$ cat src/rtl/dec_4x16_x_fault3_if.sv
//------------------------------------------------------------------------------
// dec_4x16_x_fault3_if : select/enable inputs and decoded/status outputs
// Revision: 1.0
//------------------------------------------------------------------------------
`default_nettype none

interface dec_4x16_x_fault3_if;
  logic        X;
  logic        Y;
  logic        Z;
  logic        W;
  logic        en;
  logic        fault_en;
  logic [15:0] D;
  logic        mismatch;
  logic        onehot_err;

  modport master (
    output X, Y, Z, W, en, fault_en,
    input  D, mismatch, onehot_err
  );

  modport slave (
    input  X, Y, Z, W, en, fault_en,
    output D, mismatch, onehot_err
  );
endinterface

`default_nettype wire

$ cat src/rtl/dec_4x16_x_fault3.sv
//------------------------------------------------------------------------------
// dec_4x16_x_fault3 : registered 4-to-16 decoder with stuck-at fault injection
// Revision: 1.0
//------------------------------------------------------------------------------
`default_nettype none

module dec_4x16_x_fault3 #(
  parameter int FAULT_BIT = 3,
  parameter bit FAULT_VAL = 1'b0
) (
  input  logic                   clk,
  input  logic                   rst,
  dec_4x16_x_fault3_if.slave     bus
);

  localparam logic [15:0] C_ZERO = 16'h0000;

  logic [15:0] golden;
  logic [15:0] faulted;
  logic [4:0]  ones;
  logic        onehot_next;

  // X picks which 3x8 slice is live; Y/Z/W pick the line inside it
  generate
    for (genvar s = 0; s < 2; s++) begin : g_slice
      logic slice_en;
      assign slice_en = bus.en & (bus.X == 1'(s));
      for (genvar j = 0; j < 8; j++) begin : g_line
        assign golden[s*8 + j] = slice_en & ({bus.Y, bus.Z, bus.W} == 3'(j));
      end
    end
  endgenerate

  always_comb begin
    faulted = golden;
    if (bus.fault_en) begin
      faulted[FAULT_BIT] = FAULT_VAL;
    end
  end

  always_comb begin
    ones = 5'd0;
    for (int i = 0; i < 16; i++) begin
      ones = ones + 5'(faulted[i]);
    end
  end

  assign onehot_next = bus.en ? (ones != 5'd1) : (faulted != C_ZERO);

  always_ff @(posedge clk or posedge rst) begin
    if (rst) begin
      bus.D          <= C_ZERO;
      bus.mismatch   <= 1'b0;
      bus.onehot_err <= 1'b0;
    end else begin
      bus.D          <= faulted;
      bus.mismatch   <= (faulted != golden);
      bus.onehot_err <= onehot_next;
    end
  end

endmodule

`default_nettype wire

$ cat src/flat_wrapper.sv
// flat-port wrapper written by rule: the top's interface ports become plain ports
module dec_4x16_x_fault3_flat 
#(
  parameter int FAULT_BIT = 3,
  parameter bit FAULT_VAL = 1'b0
)
  (clk, rst, bus_X, bus_Y, bus_Z, bus_W, bus_en, bus_fault_en, bus_D, bus_mismatch, bus_onehot_err);
  dec_4x16_x_fault3_if bus_i ();
  input  logic clk;
  input  logic rst;
  input wire logic [$bits(bus_i.X)-1:0] bus_X;
  input wire logic [$bits(bus_i.Y)-1:0] bus_Y;
  input wire logic [$bits(bus_i.Z)-1:0] bus_Z;
  input wire logic [$bits(bus_i.W)-1:0] bus_W;
  input wire logic [$bits(bus_i.en)-1:0] bus_en;
  input wire logic [$bits(bus_i.fault_en)-1:0] bus_fault_en;
  output wire logic [$bits(bus_i.D)-1:0] bus_D;
  output wire logic [$bits(bus_i.mismatch)-1:0] bus_mismatch;
  output wire logic [$bits(bus_i.onehot_err)-1:0] bus_onehot_err;
  assign bus_i.X = bus_X;
  assign bus_i.Y = bus_Y;
  assign bus_i.Z = bus_Z;
  assign bus_i.W = bus_W;
  assign bus_i.en = bus_en;
  assign bus_i.fault_en = bus_fault_en;
  assign bus_D = bus_i.D;
  assign bus_mismatch = bus_i.mismatch;
  assign bus_onehot_err = bus_i.onehot_err;
  dec_4x16_x_fault3 #(.FAULT_BIT(FAULT_BIT), .FAULT_VAL(FAULT_VAL)) u_core (.clk(clk), .rst(rst), .bus(bus_i));
endmodule
$ cat config.mk
export PLATFORM = sky130hd
export DESIGN_NAME = dec_4x16_x_fault3_flat
export DESIGN_NICKNAME = d
export VERILOG_FILES = /design/src/rtl/dec_4x16_x_fault3_if.sv /design/src/rtl/dec_4x16_x_fault3.sv /design/src/flat_wrapper.sv
export SDC_FILE = /design/constraint.sdc
export NUM_CORES = 1
export LEC_CHECK = 0
export CAP_MARGIN = 20
export CORE_MARGIN = 2
export CORE_UTILIZATION = 45
export CTS_BUF_LIST = sky130_fd_sc_hd__clkbuf_8
export CTS_CLUSTER_SIZE = 8
export DETAILED_ROUTE_END_ITERATION = 16
export GPL_ROUTABILITY_DRIVEN = 0
export PLACE_DENSITY = 0.75
export SLEW_MARGIN = 20
export SYNTH_ARGS = -nofsm -noshare
export SYNTH_HDL_FRONTEND = slang
export SYNTH_SLANG_ARGS = --single-unit
$ cat constraint.sdc
create_clock -name clk -period 0.8 [get_ports clk]
set_clock_uncertainty 0.2 [all_clocks]
set_input_delay 0.16 -clock clk [delete_from_list [all_inputs] [get_ports clk]]
set_output_delay 0.16 -clock clk [all_outputs]
set_load 0.005 [all_outputs]
# After elaboration in Yosys (flattened, before gate mapping)
# Index checks and enable logic that the tools add are counted.
[totals]
output_inout_bits = 18
in_bits = 8
register_bits = 18
wordCells = 50
[op_classes]
bitwise_logic = 19
n_reduce_logical = 2
muxes = 2
eq_ne = 9
add_sub_neg = 15
[ops]
columns = ["operator", "count"]
rows = [
  ["$add A5 B1 Y5", 14],
  ["$and A1 B1 Y1", 18],
  ["$reduce_bool A16 Y1", 1],
  ["$eq A3 B3 Y1 const B", 4],
  ["$eq A3 B2 Y1 const B", 2],
  ["$ne A5 B1 Y1 const B", 1],
  ["$eq A3 B1 Y1 const B", 1],
  ["$logic_not A3 Y1", 1],
  ["$add A1 B1 Y2", 1],
  ["$mux W1", 2],
  ["$ne A1 B1 Y1", 1],
  ["$not A1 Y1", 1],
]

# Logic depth before layout (Yosys ltp)
# Gate-level depths: netlist (run 1).
[depth]
ltp_word = 20
ltp_mapped = 17
mapped_depth_nobuf = 17

# Worst setup path after synthesis (run 1)
# OpenSTA, ideal clock, no wires.
[synth_timing]
kind = "input to register"
from = "input port bus_X"
to = "register u_core.bus.onehot_err"
arrival_time_ps = 4268
setup_time_ps = 121
path_slack_ps = -3789
cell_stages = 17
required_ps = 479
path_buffers = 0
path_cell_list = "and2b_4 -> and2b_1 -> nand2_1 -> ha_1 -> inv_1 -> fa_1 -> fa_1 -> inv_1 -> fa_1 -> inv_1 -> fa_1 -> inv_1 -> fa_1 -> fa_1 -> nor3_1 -> o2111ai_1 -> o22a_1"
[synth_via]
elab_chain_cells = 20
elab_cells_between_ends = 38
classes_between = "15 x add/sub; 1 x eq/ne; 2 x mux; 19 x bitwise; 1 x reduce/logical"
[synth_rtl]
columns = ["element", "line", "source"]
rows = [
  ["from (decl)", "flat_wrapper.sv:11", "input wire logic [$bits(bus_i.X)-1:0] bus_X;"],
  ["$not A1 Y1", "dec_4x16_x_fault3.sv:27", "assign slice_en = bus.en & (bus.X == 1'(s));"],
  ["$and A1 B1 Y1", "dec_4x16_x_fault3.sv:27", ""],
  ["$and A1 B1 Y1", "dec_4x16_x_fault3.sv:29", "assign golden[s*8 + j] = slice_en & ({bus.Y, bus.Z, bus.W} == 3'(j));"],
  ["$add A1 B1 Y2", "dec_4x16_x_fault3.sv:44", "ones = ones + 5'(faulted[i]);"],
  ["$add A5 B1 Y5 (14 in series)", "dec_4x16_x_fault3.sv:44", ""],
  ["$ne A5 B1 Y1", "dec_4x16_x_fault3.sv:48", "assign onehot_next = bus.en ? (ones != 5'd1) : (faulted != C_ZERO);"],
  ["$mux W1 (*)", "dec_4x16_x_fault3.sv:48", ""],
  ["named net u_core.onehot_next", "dec_4x16_x_fault3.sv:21", "logic onehot_next;"],
  ["to (signal assigned)", "dec_4x16_x_fault3.sv:58", "bus.onehot_err <= onehot_next;"],
  ["to (decl)", "dec_4x16_x_fault3_if.sv:25", "output D, mismatch, onehot_err"],
]
# The timed path passes the listed nets; every way through them passes the cells marked *.

# Worst setup path in the final report (run 1)
# Ends and elaborated chain as after synthesis.

==> results_dict.tcl, run 1 <==
set metrics [dict create \
    yosys_warnings 0 \
    start_kind "primary input" \
    met1_length_mm 1.19 \
    num_io_pins 26 \
    tightestPinTransition_ns 0.234 \
    area_growth_pct 62.3 \
    syn_area_sq_um 1150 \
    nNetsFinal 193 \
    synth.avg_cell_area_sq_um 11.2 \
    setup_viol 35 \
    cp_max_fo 3 \
    fillCellCount 142 \
    grt_overflow 0 \
    dr.pass1.iters 4 \
    rsz0062_at_grt "true" \
    finalHoldViolCount 0 \
    fin_ws_ns -3.78 \
    num_rows 18 \
    timing.max_cap.violations 0 \
    yosysTopAreaCell "dfrtp_1" \
    cts_tree "built" \
    floorplan.die_area_sq_um 2980 \
    htreeDepth 1 \
    finalMaxSlewViolations 0 \
    final_cells 196 \
    grt_util_all_layers_pct 23.5 \
    highest_layer "met4" \
    yosysSeqAreaShare_pct 39.0 \
    hold_buffers 0 \
    end_kind "register" \
    slew_headroom_pct 84.3 \
    cp.required_ns 0.73 \
    cts_buffers 3 \
    clockBufferDepth 2 \
    die_w_um 54.6 \
    first_iter_violations 6 \
    vias_per_cell 4.83 \
    die_y_um 54.6 \
    synth_nets 128 \
    start_util_pct 47.0 \
    p_per_area_nw_per_um2 1140 \
    peakVddDrop_mv 0.979 \
    grt_pass1_wl_mm 4.76 \
    fin_crit_sh_pct 573 \
    ys_types 25 \
    clock.fmax_mhz 218 \
    cts.sinks 18 \
    dp_hpwl_mm 2.03 \
    cts-root-buf "clkbuf_8" \
    dp.cells 182 \
    syn_inst 103 \
    total_power_w 0.00212 \
    whs_ns 0.000754 \
    clkSlewWorstSetupHoldPaths_ns 0.07 \
    min_path_type "primary input to register" \
    synth_seq_cells 18 \
    violations "negative setup slack" \
    layout_common_cells "buf_4 (20), buf_2 (19), inv_1 (18), dfrtp_1 (18), buf_6 (17)" \
    p_leak_nw 1.01 \
    drc 0 \
    grt_pass1_vias 1054 \
    drive_gt1_share_pct 58.4 \
    synth.area.top_cells "dfrtp_1 (39%), fa_1 (17%), ha_1 (7.6%)" \
    path_class "primary input to register" \
    antenna_found_initial 0 \
    numPortBuffers 25 \
    diodes 0 \
    finalWirelength_mm 3.15 \
    synth.top_cell.area_share_pct 39.0 \
    wire_per_inst_um 16.1 \
    grt_max_degree 19 \
    mostFrequentLayoutCell "buf_4" \
    crit_arrival_ns 4.51 \
    wl_met3_um 114 \
    period_minus_slack_ns 4.58 \
    via_count 946 \
    ant_nets 0 \
    core_sq_um 2450 \
    wl_met2_mm 1.75 \
    status "finished with violations" \
]
[timing repair]
action | 4_1_cts | 5_1_grt
endpoints found under the setup margin | 36 | 35
resized for setup | 118 | 19
pin swaps | 15 | 15
buffers inserted | 8 | 4
[flip-flops by register name, indices dropped and copies added (netlist names)]
signal,flops
u_core.bus.mismatch,1
u_core.bus.D,16
u_core.bus.onehot_err,1
[Yosys cell counts]
| cell | count |
|---|---|
| nor3_1 | 2 |
| o22a_1 | 1 |
| nand2_1 | 8 |
| dfrtp_1 | 18 |
| nand3_1 | 2 |
| and2b_1 | 2 |
| ha_1 | 7 |
| o31a_1 | 1 |
| nor3_2 | 5 |
| nor3_4 | 1 |
| and2b_4 | 1 |
| and2_0 | 1 |
| buf_4 | 2 |
| nand2b_4 | 3 |
| and3_1 | 1 |
| o2111ai_1 | 1 |
| inv_1 | 21 |
| inv_2 | 1 |
| nand2_2 | 3 |
| nor2b_1 | 1 |
| fa_1 | 10 |
| nor4_4 | 1 |
| nor2_1 | 8 |
| buf_6 | 1 |
| and2_4 | 1 |
[where the power goes]
part,internal [W],switching (W)
clock network,0.000334,0.000302
registers,0.000930,0.00000668
logic,0.000280,0.000272
[critical path, cell delays in order]
cell and delay, ns:
buf_6 0.09, and2b_4 0.23, and2b_1 0.15, nand2_1 0.06
ha_1 0.28, inv_2 0.04, fa_1 0.49, fa_1 0.49
inv_1 0.05, fa_1 0.49, inv_2 0.05, fa_1 0.50
inv_2 0.04, fa_2 0.38, fa_1 0.52, nor3_2 0.14
o2111ai_1 0.12, o22a_1 0.23
[layer usage]
layer  GRT usage [%]  vias to the layer above
met5               0                        -
met4            12.5                        0
met2            45.4                       25
met3            2.46                        8
met1            24.2                      470
li1                -                      443
[logic make-up after synthesis]
| kind of cell | count (synthesis) | synth area share, % |
|---|---|---|
| DFF | 18 | 39.0 |
| buffers and inverters | 25 | 9.44 |
| and+or+nand+nor | 40 | 24.3 |
| AOI/OAI and AO/OA | 3 | 2.28 |
| adders and majority gates | 17 | 24.9 |
[layout make-up]
cell class,instances,area (sq um),area share (%)
tap,30,37.5,2.01
sequential,18,450,24.1
inverter,22,82.6,4.41
multi-input combinational,60,722,38.6
timing repair buffer,63,538,28.7
clock buffer,3,41.3,2.21
[final timing paths]
kind	startpoint	end	slack [ns]	depth (start not counted)
setup / recovery	bus_X	u_core.bus.onehot_err	-3.78	18
hold / removal	bus_Z	u_core.bus.D[8]	0.0008	3
max in group asynchronous	rst	u_core.bus.D[0]	0.24	3
min in group asynchronous	rst	u_core.bus.D[7]	0.03	3
[metrics by stage]
stage / setup slack [ns] / utilization, % / setup TNS (ns) / cell area (sq um)
after floorplan: -3.70 / - / -4.71 / 1230
after global placement: -4.20 / 68.5 / -24.94 / 1680
after detailed placement: -4.36 / 68.5 / -25.95 / 1680
after CTS: -3.80 / 72.0 / -12.77 / 1770
after global routing: -3.92 / 76.2 / -14.44 / 1870
final: -3.78 / 76.2 / -13.33 / 1870
(Power assumes the default switching activity.)
==> inputs of run 2 (changes only) <==
--- a/config.mk
+++ b/config.mk
@@ -6,14 +6,16 @@
 export NUM_CORES = 1
 export LEC_CHECK = 0
 export CAP_MARGIN = 20
+export CORE_ASPECT_RATIO = 0.5
 export CORE_MARGIN = 2
-export CORE_UTILIZATION = 45
+export CORE_UTILIZATION = 40
 export CTS_BUF_LIST = sky130_fd_sc_hd__clkbuf_8
 export CTS_CLUSTER_SIZE = 8
 export DETAILED_ROUTE_END_ITERATION = 16
 export GPL_ROUTABILITY_DRIVEN = 0
-export PLACE_DENSITY = 0.75
+export PLACE_DENSITY = 0.68
 export SLEW_MARGIN = 20
 export SYNTH_ARGS = -nofsm -noshare
 export SYNTH_HDL_FRONTEND = slang
 export SYNTH_SLANG_ARGS = --single-unit
+export TNS_END_PERCENT = 100
==> run 2 against run 1 <==
Effect of this change:
- the run ends with negative hold slack, negative setup slack left
- setup slack gained 0.17 ns
- worst hold slack lost 0.13 ns
- die area grew 12%
- cell count grew 6.1%
- critical path type unchanged
- critical endpoint unchanged
- largest power group unchanged
- highest routed layer unchanged
==> results_dict.tcl, run 2 (synthesized netlist as in run 1, its figures left out) <==
set metrics [dict create \
    status "finished with violations" \
    violations "negative hold slack, negative setup slack" \
    total_power_w 0.00222 \
    clkSlewWorstSetupHoldPaths_ns 0.07 \
    finalMaxSlewViolations 0 \
    fin_crit_sh_pct 551 \
    slew_headroom_pct 84.4 \
    num_io_pins 26 \
    peakVddDrop_mv 0.747 \
    wire_per_inst_um 12.9 \
    finalHoldViolCount 1 \
    cp_num_buf_inv 5 \
    largest_reg_flops 16 \
    grt_max_degree 19 \
    die_w_um 79.9 \
    met1_length_mm 1.23 \
    cts-root-buf "clkbuf_8" \
    end_kind "register" \
    rsz0062_at_grt "true" \
    antenna_found_initial 0 \
    timing.max_cap.violations 0 \
    drc 0 \
    start_kind "primary input" \
    final_cells 208 \
    first_iter_violations 16 \
    cts.sinks 18 \
    pwr-share-seq_pct 42.0 \
    nNetsFinal 197 \
    cp.required_ns 0.75 \
    p_leak_nw 1.04 \
    clockBufferDepth 2 \
    min_path_type "primary input to register" \
    p_comb_share_pct 24.9 \
    path_class "primary input to register" \
    mostFrequentLayoutCell "buf_6" \
    numPortBuffers 25 \
    vias_per_cell 4.35 \
    dp.cells 191 \
    cp_max_fo 3 \
    p_clk_share_pct 33.1 \
    crit_family "adder cells" \
    dr.pass1.iters 4 \
    crit_arrival_ns 4.36 \
    cp_cell_sequence "buf_6 > and2b_4 > and2b_1 > nand2_1 > ha_1 > inv_2 > fa_1 > fa_1 > inv_1 > fa_1 > inv_1 > fa_1 > inv_2 > fa_2 > fa_1 > nor3_2 > o2111ai_1 > o22a_1" \
    wl_met3_um 94 \
    regMostFlops "u_core.bus.D" \
    multi_input_area_sq_um 731 \
    slowest_stage "fa_1" \
    finalWirelength_mm 2.68 \
    grt_pass1_wl_mm 4.28 \
    htreeDepth 1 \
    grt_util_all_layers_pct 17.6 \
    seqCellArea_sq_um 450 \
    num_rows 13 \
    biggestRegsByFlops "u_core.bus.D: 16 flops, u_core.bus.mismatch: 1 flops, u_core.bus.onehot_err: 1 flops" \
    setup_viol 34 \
    tightestPinTransition_ns 0.232 \
    dp_hpwl_mm 1.92 \
    switching_power_w 0.000565 \
    area_growth_pct 68.9 \
    internal_power_w 0.00166 \
    max_stage_delay_ns 0.50 \
    period_minus_slack_ns 4.41 \
    p_sw_share_pct 25.4 \
    clock.fmax_mhz 227 \
    place_ws_ns -4.29 \
    via_count 904 \
    core_sq_um 2670 \
    cts_buffers 3 \
    floorplan.die_area_sq_um 3360 \
    highest_layer "met4" \
    whs_ns -0.128 \
    wl_met2_mm 1.29 \
    ant_nets 0 \
    diodes 0 \
    cpMostUsedCell "fa_1" \
    drive_gt1_share_pct 59.6 \
    grt_overflow 0 \
    layout_common_cells "buf_6 (22), buf_4 (20), inv_1 (19), buf_2 (19), dfrtp_1 (18)" \
    start_util_pct 43.2 \
    fillCellCount 172 \
    cts_tree "built" \
    p_per_area_nw_per_um2 1140 \
    die_y_um 42.0 \
    fin_ws_ns -3.61 \
    grt_pass1_vias 890 \
]
[run 2: area by class of cell]
cell class	count	area share, %
timing repair buffer	67	29.9
tap	37	2.38
multi-input combinational	60	37.5
clock buffer	4	2.83
inverter	22	4.24
sequential	18	23.1
[run 2: repair_timing]
item | CTS | global route
buffers inserted | 9 | 12
resized for setup | 122 | 26
endpoints found under the hold margin | 1 | 1
pin swaps | 16 | 17
setup endpoints to repair | 36 | 36
[run 2: final timing paths]
path	cells after the start	to	startpoint	slack (ns)
max	18	u_core.bus.onehot_err	bus_X	-3.61
min	2	u_core.bus.D[8]	bus_Z	-0.13
max in group asynchronous	3	u_core.bus.D[15]	rst	0.25
min in group asynchronous	3	u_core.bus.D[5]	rst	0.02
[run 2: metal layers]
metal / vias up / GRT usage [%]
li1: 452 / -
met1: 427 / 23.2
met2: 18 / 27.7
met3: 7 / 3.23
met4: 0 / 9.49
met5: - / 0
[run 2: power groups by stage]
stage               logic (W)  clock network [W]  registers (W)
floorplan            0.000236                  0       0.000955
global placement     0.000417                  0       0.000951
detailed placement   0.000425                  0       0.000952
CTS                  0.000498           0.000761       0.000933
global route         0.000602           0.000814       0.000934
finish               0.000553           0.000736       0.000933
[run 2: per-stage QoR]
stage	utilization, %	setup TNS [ns]	cell area, sq um
finish	73.0	-13.82	1950
global route	73.0	-14.96	1950
CTS	69.5	-13.37	1850
detailed placement	63.9	-25.69	1700
global placement	63.9	-25.24	1700
floorplan	-	-4.71	1230
